<file path="config.mk">
export PLATFORM = sky130hd
export DESIGN_NAME = clk_gate_ctrl_flat
export DESIGN_NICKNAME = d
export VERILOG_FILES = /design/src/rtl/clk_gate_ctrl_pkg.sv /design/src/rtl/clk_gate_ctrl_if.sv /design/src/rtl/clk_gate_ctrl_ch.sv /design/src/rtl/clk_gate_ctrl.sv /design/src/flat_wrapper.sv
export SDC_FILE = /design/constraint.sdc
export NUM_CORES = 1
export LEC_CHECK = 0
export ABC_AREA = 1
export BUFFER_PORTS_ARGS = -buffer_cell sky130_fd_sc_hd__buf_2
export CORE_MARGIN = 5
export CORE_UTILIZATION = 53
export CTS_CLUSTER_SIZE = 20
export DETAILED_ROUTE_END_ITERATION = 6
export PLACE_DENSITY = 0.77
export SYNTH_ARGS = -nofsm -noshare
export SYNTH_HDL_FRONTEND = slang
export SYNTH_SLANG_ARGS = --single-unit
</file>
<file path="constraint.sdc">
create_clock -name ck -period 1.3 [get_ports ck]
set_clock_uncertainty 0.15 [all_clocks]
set_input_delay 0.065 -clock ck [delete_from_list [all_inputs] [get_ports ck]]
set_output_delay 0.065 -clock ck [all_outputs]
set_load 0.01 [all_outputs]
</file>
<file path="src/rtl/clk_gate_ctrl_pkg.sv">
// Shared types and constants for the per-channel clock-gating controller.
package clk_gate_ctrl_pkg;

  typedef enum logic [1:0] {
    ST_ON   = 2'b00,
    ST_IDLE = 2'b01,
    ST_OFF  = 2'b10,
    ST_WAKE = 2'b11
  } state_t;

  localparam int IDLE_CYC_DEF = 8;
  localparam int WAKE_CYC_DEF = 2;
  localparam int STAT_W       = 16;

  function automatic logic [STAT_W-1:0] sat_inc(input logic [STAT_W-1:0] v);
    return (&v) ? v : v + 1'b1;
  endfunction

endpackage

</file>
<file path="src/rtl/clk_gate_ctrl_if.sv">
// Activity/wake/gate-cell bundle between monitors and the gating controller.
// CLK_GATE_STATS_EN adds the per-channel gated-cycle counters (gcnt).
interface clk_gate_ctrl_if
  import clk_gate_ctrl_pkg::*;
#(
  parameter int N_CH = 4
);
  logic [N_CH-1:0] busy;
  logic [N_CH-1:0] wreq;
  logic [N_CH-1:0] wack;
  logic [N_CH-1:0] en;
  logic [N_CH-1:0] se;
  logic [N_CH-1:0] gated;
  logic            te;
  logic            force_on;
`ifdef CLK_GATE_STATS_EN
  logic [N_CH*STAT_W-1:0] gcnt;

  modport master (output busy, wreq, te, force_on,
                  input  wack, en, se, gated, gcnt);
  modport slave  (input  busy, wreq, te, force_on,
                  output wack, en, se, gated, gcnt);
`else
  modport master (output busy, wreq, te, force_on,
                  input  wack, en, se, gated);
  modport slave  (input  busy, wreq, te, force_on,
                  output wack, en, se, gated);
`endif
endinterface

</file>
<file path="src/rtl/clk_gate_ctrl_ch.sv">
// Single-channel gating FSM: idle hold-off, wake settle, 4-phase WACK.
// CLK_GATE_STATS_EN adds a saturating count of cycles spent gated.
module clk_gate_ch
  import clk_gate_ctrl_pkg::*;
#(
  parameter int IDLE_CYC = IDLE_CYC_DEF,
  parameter int WAKE_CYC = WAKE_CYC_DEF,
  parameter int CNT_W    = 4
) (
  input  logic              ck,
  input  logic              rst,
  input  logic              busy,
  input  logic              wreq,
  input  logic              force_on,
  output logic              en,
  output logic              gated,
`ifdef CLK_GATE_STATS_EN
  output logic [STAT_W-1:0] gcnt,
`endif
  output logic              wack
);

  localparam logic [CNT_W-1:0] IDLE_LD = CNT_W'(IDLE_CYC - 1);
  localparam logic [CNT_W-1:0] WAKE_LD = CNT_W'(WAKE_CYC - 1);

  state_t           state;
  logic [CNT_W-1:0] cnt;
  logic             wack_q;

  // WACK is set only on edges whose next state is ON, mirroring the branch taken.
  always_ff @(posedge ck or posedge rst) begin
    if (rst) begin
      state  <= ST_ON;
      cnt    <= '0;
      wack_q <= 1'b0;
    end else if (force_on) begin
      state  <= ST_ON;
      cnt    <= '0;
      wack_q <= wreq;
    end else begin
      wack_q <= 1'b0;
      case (state)
        ST_ON: begin
          if (!busy && !wreq) begin
            state <= ST_IDLE;
            cnt   <= IDLE_LD;
          end else begin
            wack_q <= wreq;
          end
        end
        ST_IDLE: begin
          if (busy || wreq) begin
            state  <= ST_ON;
            wack_q <= wreq;
          end else if (cnt == '0) begin
            state <= ST_OFF;
          end else begin
            cnt <= cnt - 1'b1;
          end
        end
        ST_OFF: begin
          if (busy || wreq) begin
            state <= ST_WAKE;
            cnt   <= WAKE_LD;
          end
        end
        ST_WAKE: begin
          if (cnt == '0) begin
            state  <= ST_ON;
            wack_q <= wreq;
          end else begin
            cnt <= cnt - 1'b1;
          end
        end
        default: state <= ST_ON;
      endcase
    end
  end

  // Cell enables decode straight from the state flops: no input reaches EN combinationally.
  assign en    = (state != ST_OFF);
  assign gated = (state == ST_OFF);
  assign wack  = wack_q;

`ifdef CLK_GATE_STATS_EN
  logic [STAT_W-1:0] stat_q;

  always_ff @(posedge ck or posedge rst) begin
    if (rst) begin
      stat_q <= '0;
    end else if (state == ST_OFF) begin
      stat_q <= sat_inc(stat_q);
    end
  end

  assign gcnt = stat_q;
`endif

endmodule

</file>
<file path="src/rtl/clk_gate_ctrl.sv">
// Clock-gating controller top: one clk_gate_ch per CLKGATETST cell, SE = TE.
// CLK_GATE_STATS_EN exposes per-channel gated-cycle counters on bus.gcnt.
module clk_gate_ctrl
  import clk_gate_ctrl_pkg::*;
#(
  parameter int N_CH     = 4,
  parameter int IDLE_CYC = IDLE_CYC_DEF,
  parameter int WAKE_CYC = WAKE_CYC_DEF,
  parameter int CNT_W    = 4
) (
  input  logic           ck,
  input  logic           rst,
  clk_gate_ctrl_if.slave bus
);

  logic [N_CH-1:0] en_v;
  logic [N_CH-1:0] gated_v;
  logic [N_CH-1:0] wack_v;
`ifdef CLK_GATE_STATS_EN
  logic [N_CH*STAT_W-1:0] gcnt_v;
`endif

  for (genvar i = 0; i < N_CH; i++) begin : g_ch
    clk_gate_ch #(
      .IDLE_CYC (IDLE_CYC),
      .WAKE_CYC (WAKE_CYC),
      .CNT_W    (CNT_W)
    ) u_ch (
      .ck       (ck),
      .rst      (rst),
      .busy     (bus.busy[i]),
      .wreq     (bus.wreq[i]),
      .force_on (bus.force_on),
      .en       (en_v[i]),
      .gated    (gated_v[i]),
`ifdef CLK_GATE_STATS_EN
      .gcnt     (gcnt_v[i*STAT_W +: STAT_W]),
`endif
      .wack     (wack_v[i])
    );
  end

  assign bus.en    = en_v;
  assign bus.gated = gated_v;
  assign bus.wack  = wack_v;
  assign bus.se    = {N_CH{bus.te}};
`ifdef CLK_GATE_STATS_EN
  assign bus.gcnt  = gcnt_v;
`endif

endmodule

</file>
<file path="src/flat_wrapper.sv">
// flat-port wrapper written by rule: the top's interface ports become plain ports
module clk_gate_ctrl_flat import clk_gate_ctrl_pkg::*;
#(
  parameter int N_CH     = 4,
  parameter int IDLE_CYC = IDLE_CYC_DEF,
  parameter int WAKE_CYC = WAKE_CYC_DEF,
  parameter int CNT_W    = 4
)
  (ck, rst, bus_busy, bus_wreq, bus_te, bus_force_on, bus_wack, bus_en, bus_se, bus_gated);
  clk_gate_ctrl_if #(.N_CH(N_CH)) bus_i ();
  input  logic ck;
  input  logic rst;
  input wire logic [$bits(bus_i.busy)-1:0] bus_busy;
  input wire logic [$bits(bus_i.wreq)-1:0] bus_wreq;
  input wire logic [$bits(bus_i.te)-1:0] bus_te;
  input wire logic [$bits(bus_i.force_on)-1:0] bus_force_on;
  output wire logic [$bits(bus_i.wack)-1:0] bus_wack;
  output wire logic [$bits(bus_i.en)-1:0] bus_en;
  output wire logic [$bits(bus_i.se)-1:0] bus_se;
  output wire logic [$bits(bus_i.gated)-1:0] bus_gated;
  assign bus_i.busy = bus_busy;
  assign bus_i.wreq = bus_wreq;
  assign bus_i.te = bus_te;
  assign bus_i.force_on = bus_force_on;
  assign bus_wack = bus_i.wack;
  assign bus_en = bus_i.en;
  assign bus_se = bus_i.se;
  assign bus_gated = bus_i.gated;
  clk_gate_ctrl #(.N_CH(N_CH), .IDLE_CYC(IDLE_CYC), .WAKE_CYC(WAKE_CYC), .CNT_W(CNT_W)) u_core (.ck(ck), .rst(rst), .bus(bus_i));
endmodule
</file>
==> results.sh <==
export IMPL_routed_via_density=5.19
export IMPL_root_buffer="clkbuf_8"
export IMPL_grt_ovfl_total=0
export IMPL_p_leak_nw=1.48
export IMPL_cts_tree="done"
export IMPL_ys_types=21
export IMPL_synthTopCellsByArea="dfrtp_1 32%, nand2_1 23%, buf_4 6.8%"
export IMPL_tightest_slew_ns=0.404
export IMPL_clock_sinks=28
export IMPL_grt_pass1_wl_um=8690
export IMPL_drtIter0Drc=131
export IMPL_r2r_start="u_core.g_ch[2].u_ch.state[1]$_DFFE_PP0P_"
export IMPL_cp_data_required_time_ns=1.32
export IMPL_crit_arrival_ns=1.41
export IMPL_ys_seq_elements=28
export IMPL_fin_ws_ns=-0.0953
export IMPL_maxCapViolCount=0
export IMPL_synth_seq_area_share_pct=31.6
export IMPL_hold_end="u_core.g_ch[3].u_ch.cnt[3]$_DFFE_PP0P_"
export IMPL_internal_power_w=0.00177
export IMPL_cts_buffers=3
export IMPL_synth_commonest_cells="133 x nand2_1, 37 x nor2_1, 28 x dfrtp_1"
export IMPL_route_detailed_drc=0
export IMPL_row_count=23
export IMPL_grt_max_degree=29
export IMPL_antenna_found_initial=0
export IMPL_min_delay_path_class="input pin to flip-flop"
export IMPL_synth_edf_count=0
export IMPL_rr_worst_depth=7
export IMPL_synthMostInstantiatedCell="nand2_1"
export IMPL_violations="negative setup slack"
export IMPL_status="complete, but fails checks"
export IMPL_clk_latency_ns=0.27
export IMPL_finalCriticalPeriod_ns=1.40
export IMPL_slew_violations=0
export IMPL_power_density_nw_per_um2=961
export IMPL_crit_fanout=5
export IMPL_post_route_util_pct=72.9
export IMPL_routed_wl_um=5680
export IMPL_via_count=2252
export IMPL_multi_input_area_um2=1400
export IMPL_worstReg2RegEnd="u_core.g_ch[2].u_ch.cnt[1]$_DFFE_PP0P_"
export IMPL_clock_fmax_mhz=717
export IMPL_fin_tns_setup_ns=-0.913
export IMPL_die_w_um=74.7
export IMPL_drt_pass1_iterations=4
export IMPL_path_class="flip-flop to flip-flop"
export IMPL_seqPwrFrac_pct=38.4
export IMPL_hp_start="bus_force_on"
export IMPL_rsz0062_at_grt="yes"
export IMPL_swShare_pct=37.3
export IMPL_syn_area_per_cell_um2=6.66
export IMPL_die_h_um=74.7
export IMPL_ioPinCount=28
export IMPL_initial_utilization_pct=55.1
export IMPL_max_vdd_ir_drop_mv=0.631
export IMPL_core_region_area_um2=4030
export IMPL_dp_hpwl_um=3370
export IMPL_pwr_share_comb_pct=45.1
export IMPL_synthArstFlopShare_pct=100
export IMPL_synth_flop_cell="dfrtp_1"
export IMPL_power_frac_clock_pct=16.5
export IMPL_cts_max_level=1
export IMPL_area_growth_pct=32.3
export IMPL_ant_nets=0
export IMPL_fillers=315
export IMPL_wl_per_cell_um=13.1
export IMPL_diodes=0
export IMPL_setup_viol_count_final=22
export IMPL_relSlewSlack_pct=73.0
export IMPL_switchingPower_w=0.00105
export IMPL_fp_dieArea_um2=5580
export IMPL_synth_area_um2=2220
export IMPL_synth_cells=333
export IMPL_register_area_um2=709
export IMPL_grt_pass1_vias=2095
export IMPL_reg2reg_slack_ns=-0.1
export IMPL_yosys_area_top_type_share_pct=31.6
export IMPL_final_nets=406
export IMPL_clk_path_buf_depth=2
export IMPL_worstHoldPathCells=4
export IMPL_synth_fp_nets=353
export IMPL_finalHoldViolCount=0
export IMPL_gp_congestion=0.819
export IMPL_clk_pin_slew_ns=0.09
export IMPL_min_period_over_period_pct=107
export IMPL_ys_warnings_count=0
export IMPL_start_kind="flip-flop"
export IMPL_synth_top_area_cell="dfrtp_1"
export IMPL_grtUsageTotal_pct=19.1
export IMPL_drive_gt1_share_pct=46.1
export IMPL_port_buffers=22
export IMPL_worstSetupEndpointType="flip-flop"
critical path: stages, from the launching register on:
cell     delay, ns
dfrtp_1       0.42
buf_4         0.17
nor2_2        0.12
nand3_1       0.14
nand2_2       0.14
nor2_4        0.05
nand2_1       0.05
nand2_1       0.05
layer usage:
layer / up-vias / part of all wire [%] / GRT usage, %
met1: 1062 / 42 / 25.3
met2: 57 / 51 / 33.5
met5: - / 0 / 0
li1: 1118 / - / -
met3: 15 / 4.3 / 2.14
met4: 0 / 2.6 / 4.55
layout make-up:
class	count	share of cell area (%)
repair buffers	73	19.7
well taps	50	2.13
clock buffers	3	1.41
multi-input cells	241	47.6
flip-flops and latches	28	24.2
inverters	39	4.99
power groups by stage:
| stage | Clock (W) | Sequential, W | Combinational, W |
|---|---|---|---|
| CTS | 0.000478 | 0.00107 | 0.00106 |
| global route | 0.000514 | 0.00110 | 0.00141 |
| floorplan | 0 | 0.00106 | 0.000660 |
| detailed placement | 0 | 0.00108 | 0.000900 |
| global placement | 0 | 0.00108 | 0.000874 |
| finish | 0.000465 | 0.00108 | 0.00127 |
layout by cell type (no fill, tap or decap), drive strengths merged:
| cell | count |
|---|---|
| nor2 | 45 |
| a31oi | 4 |
| dlygate4sd3 | 6 |
| nand2 | 136 |
| o21ai | 5 |
| ha | 8 |
| a211oi | 3 |
| dfrtp | 28 |
| inv | 39 |
| clkbuf | 3 |
| nand3 | 26 |
| o31ai | 4 |
| buf | 67 |
| xnor2 | 3 |
| a21oi | 7 |
sequential cells by signal (all words and copies together) (netlist names):
signal and flops:
u_core.g_ch.u_ch.cnt 16, u_core.g_ch.u_ch.state 8, u_core.g_ch.u_ch.wack 4
metrics by stage:
step | setup slack [ns] | instances | hold slack [ns] | instance area (um^2) | total power [W]
3_5_place_dp | -0.0845 | 406 | -0.0197 | 2410 | 0.00198
3_3_place_gp | -0.0649 | 406 | -0.0197 | 2410 | 0.00195
4_1_cts | -0.0553 | 425 | -0.0209 | 2690 | 0.00261
5_1_grt | -0.169 | 434 | -0.0000120 | 2940 | 0.00302
2_1_floorplan | 0.00707 | 333 | -0.0196 | 2230 | 0.00172
6_report | -0.0953 | 434 | 0.00353 | 2940 | 0.00282
logic make-up after synthesis:
kind of cell / count (synthesis) / share of synthesized area (%)
compound gates: 23 / 6.20
xor+xnor: 3 / 1.18
fa+ha+maj: 8 / 4.51
buf+inv: 64 / 15.6
flops: 28 / 31.6
simple gates: 207 / 40.9
worst max-delay path by stage:
stage          depth (start not counted)                                startpoint  slack (ns)                                     end
6_report                               7  u_core.g_ch[2].u_ch.state[1]$_DFFE_PP0P_        -0.1  u_core.g_ch[2].u_ch.cnt[1]$_DFFE_PP0P_
3_5_place_dp                           9    u_core.g_ch[0].u_ch.cnt[0]$_DFFE_PP0P_       -0.08  u_core.g_ch[0].u_ch.cnt[2]$_DFFE_PP0P_
2_1_floorplan                          9    u_core.g_ch[0].u_ch.cnt[0]$_DFFE_PP0P_       0.007  u_core.g_ch[0].u_ch.cnt[2]$_DFFE_PP0P_
5_1_grt                                8    u_core.g_ch[0].u_ch.cnt[0]$_DFFE_PP0P_       -0.17  u_core.g_ch[0].u_ch.cnt[2]$_DFFE_PP0P_
4_1_cts                                9    u_core.g_ch[2].u_ch.cnt[0]$_DFFE_PP0P_       -0.06  u_core.g_ch[2].u_ch.cnt[1]$_DFFE_PP0P_
3_3_place_gp                           9    u_core.g_ch[0].u_ch.cnt[0]$_DFFE_PP0P_       -0.06  u_core.g_ch[0].u_ch.cnt[1]$_DFFE_PP0P_
what timing repair did:
| item | in CTS | in global routing |
|---|---|---|
| endpoints found under the hold margin | 37 | 0 |
| setup endpoints to repair | 30 | 32 |
| hold buffers | 6 | 0 |
| resized for setup | 32 | 50 |
| buffers inserted | 10 | 9 |
| cloned | 0 | 0 |
| pin swaps | 28 | 31 |
Power figures use the tool's default switching activity.
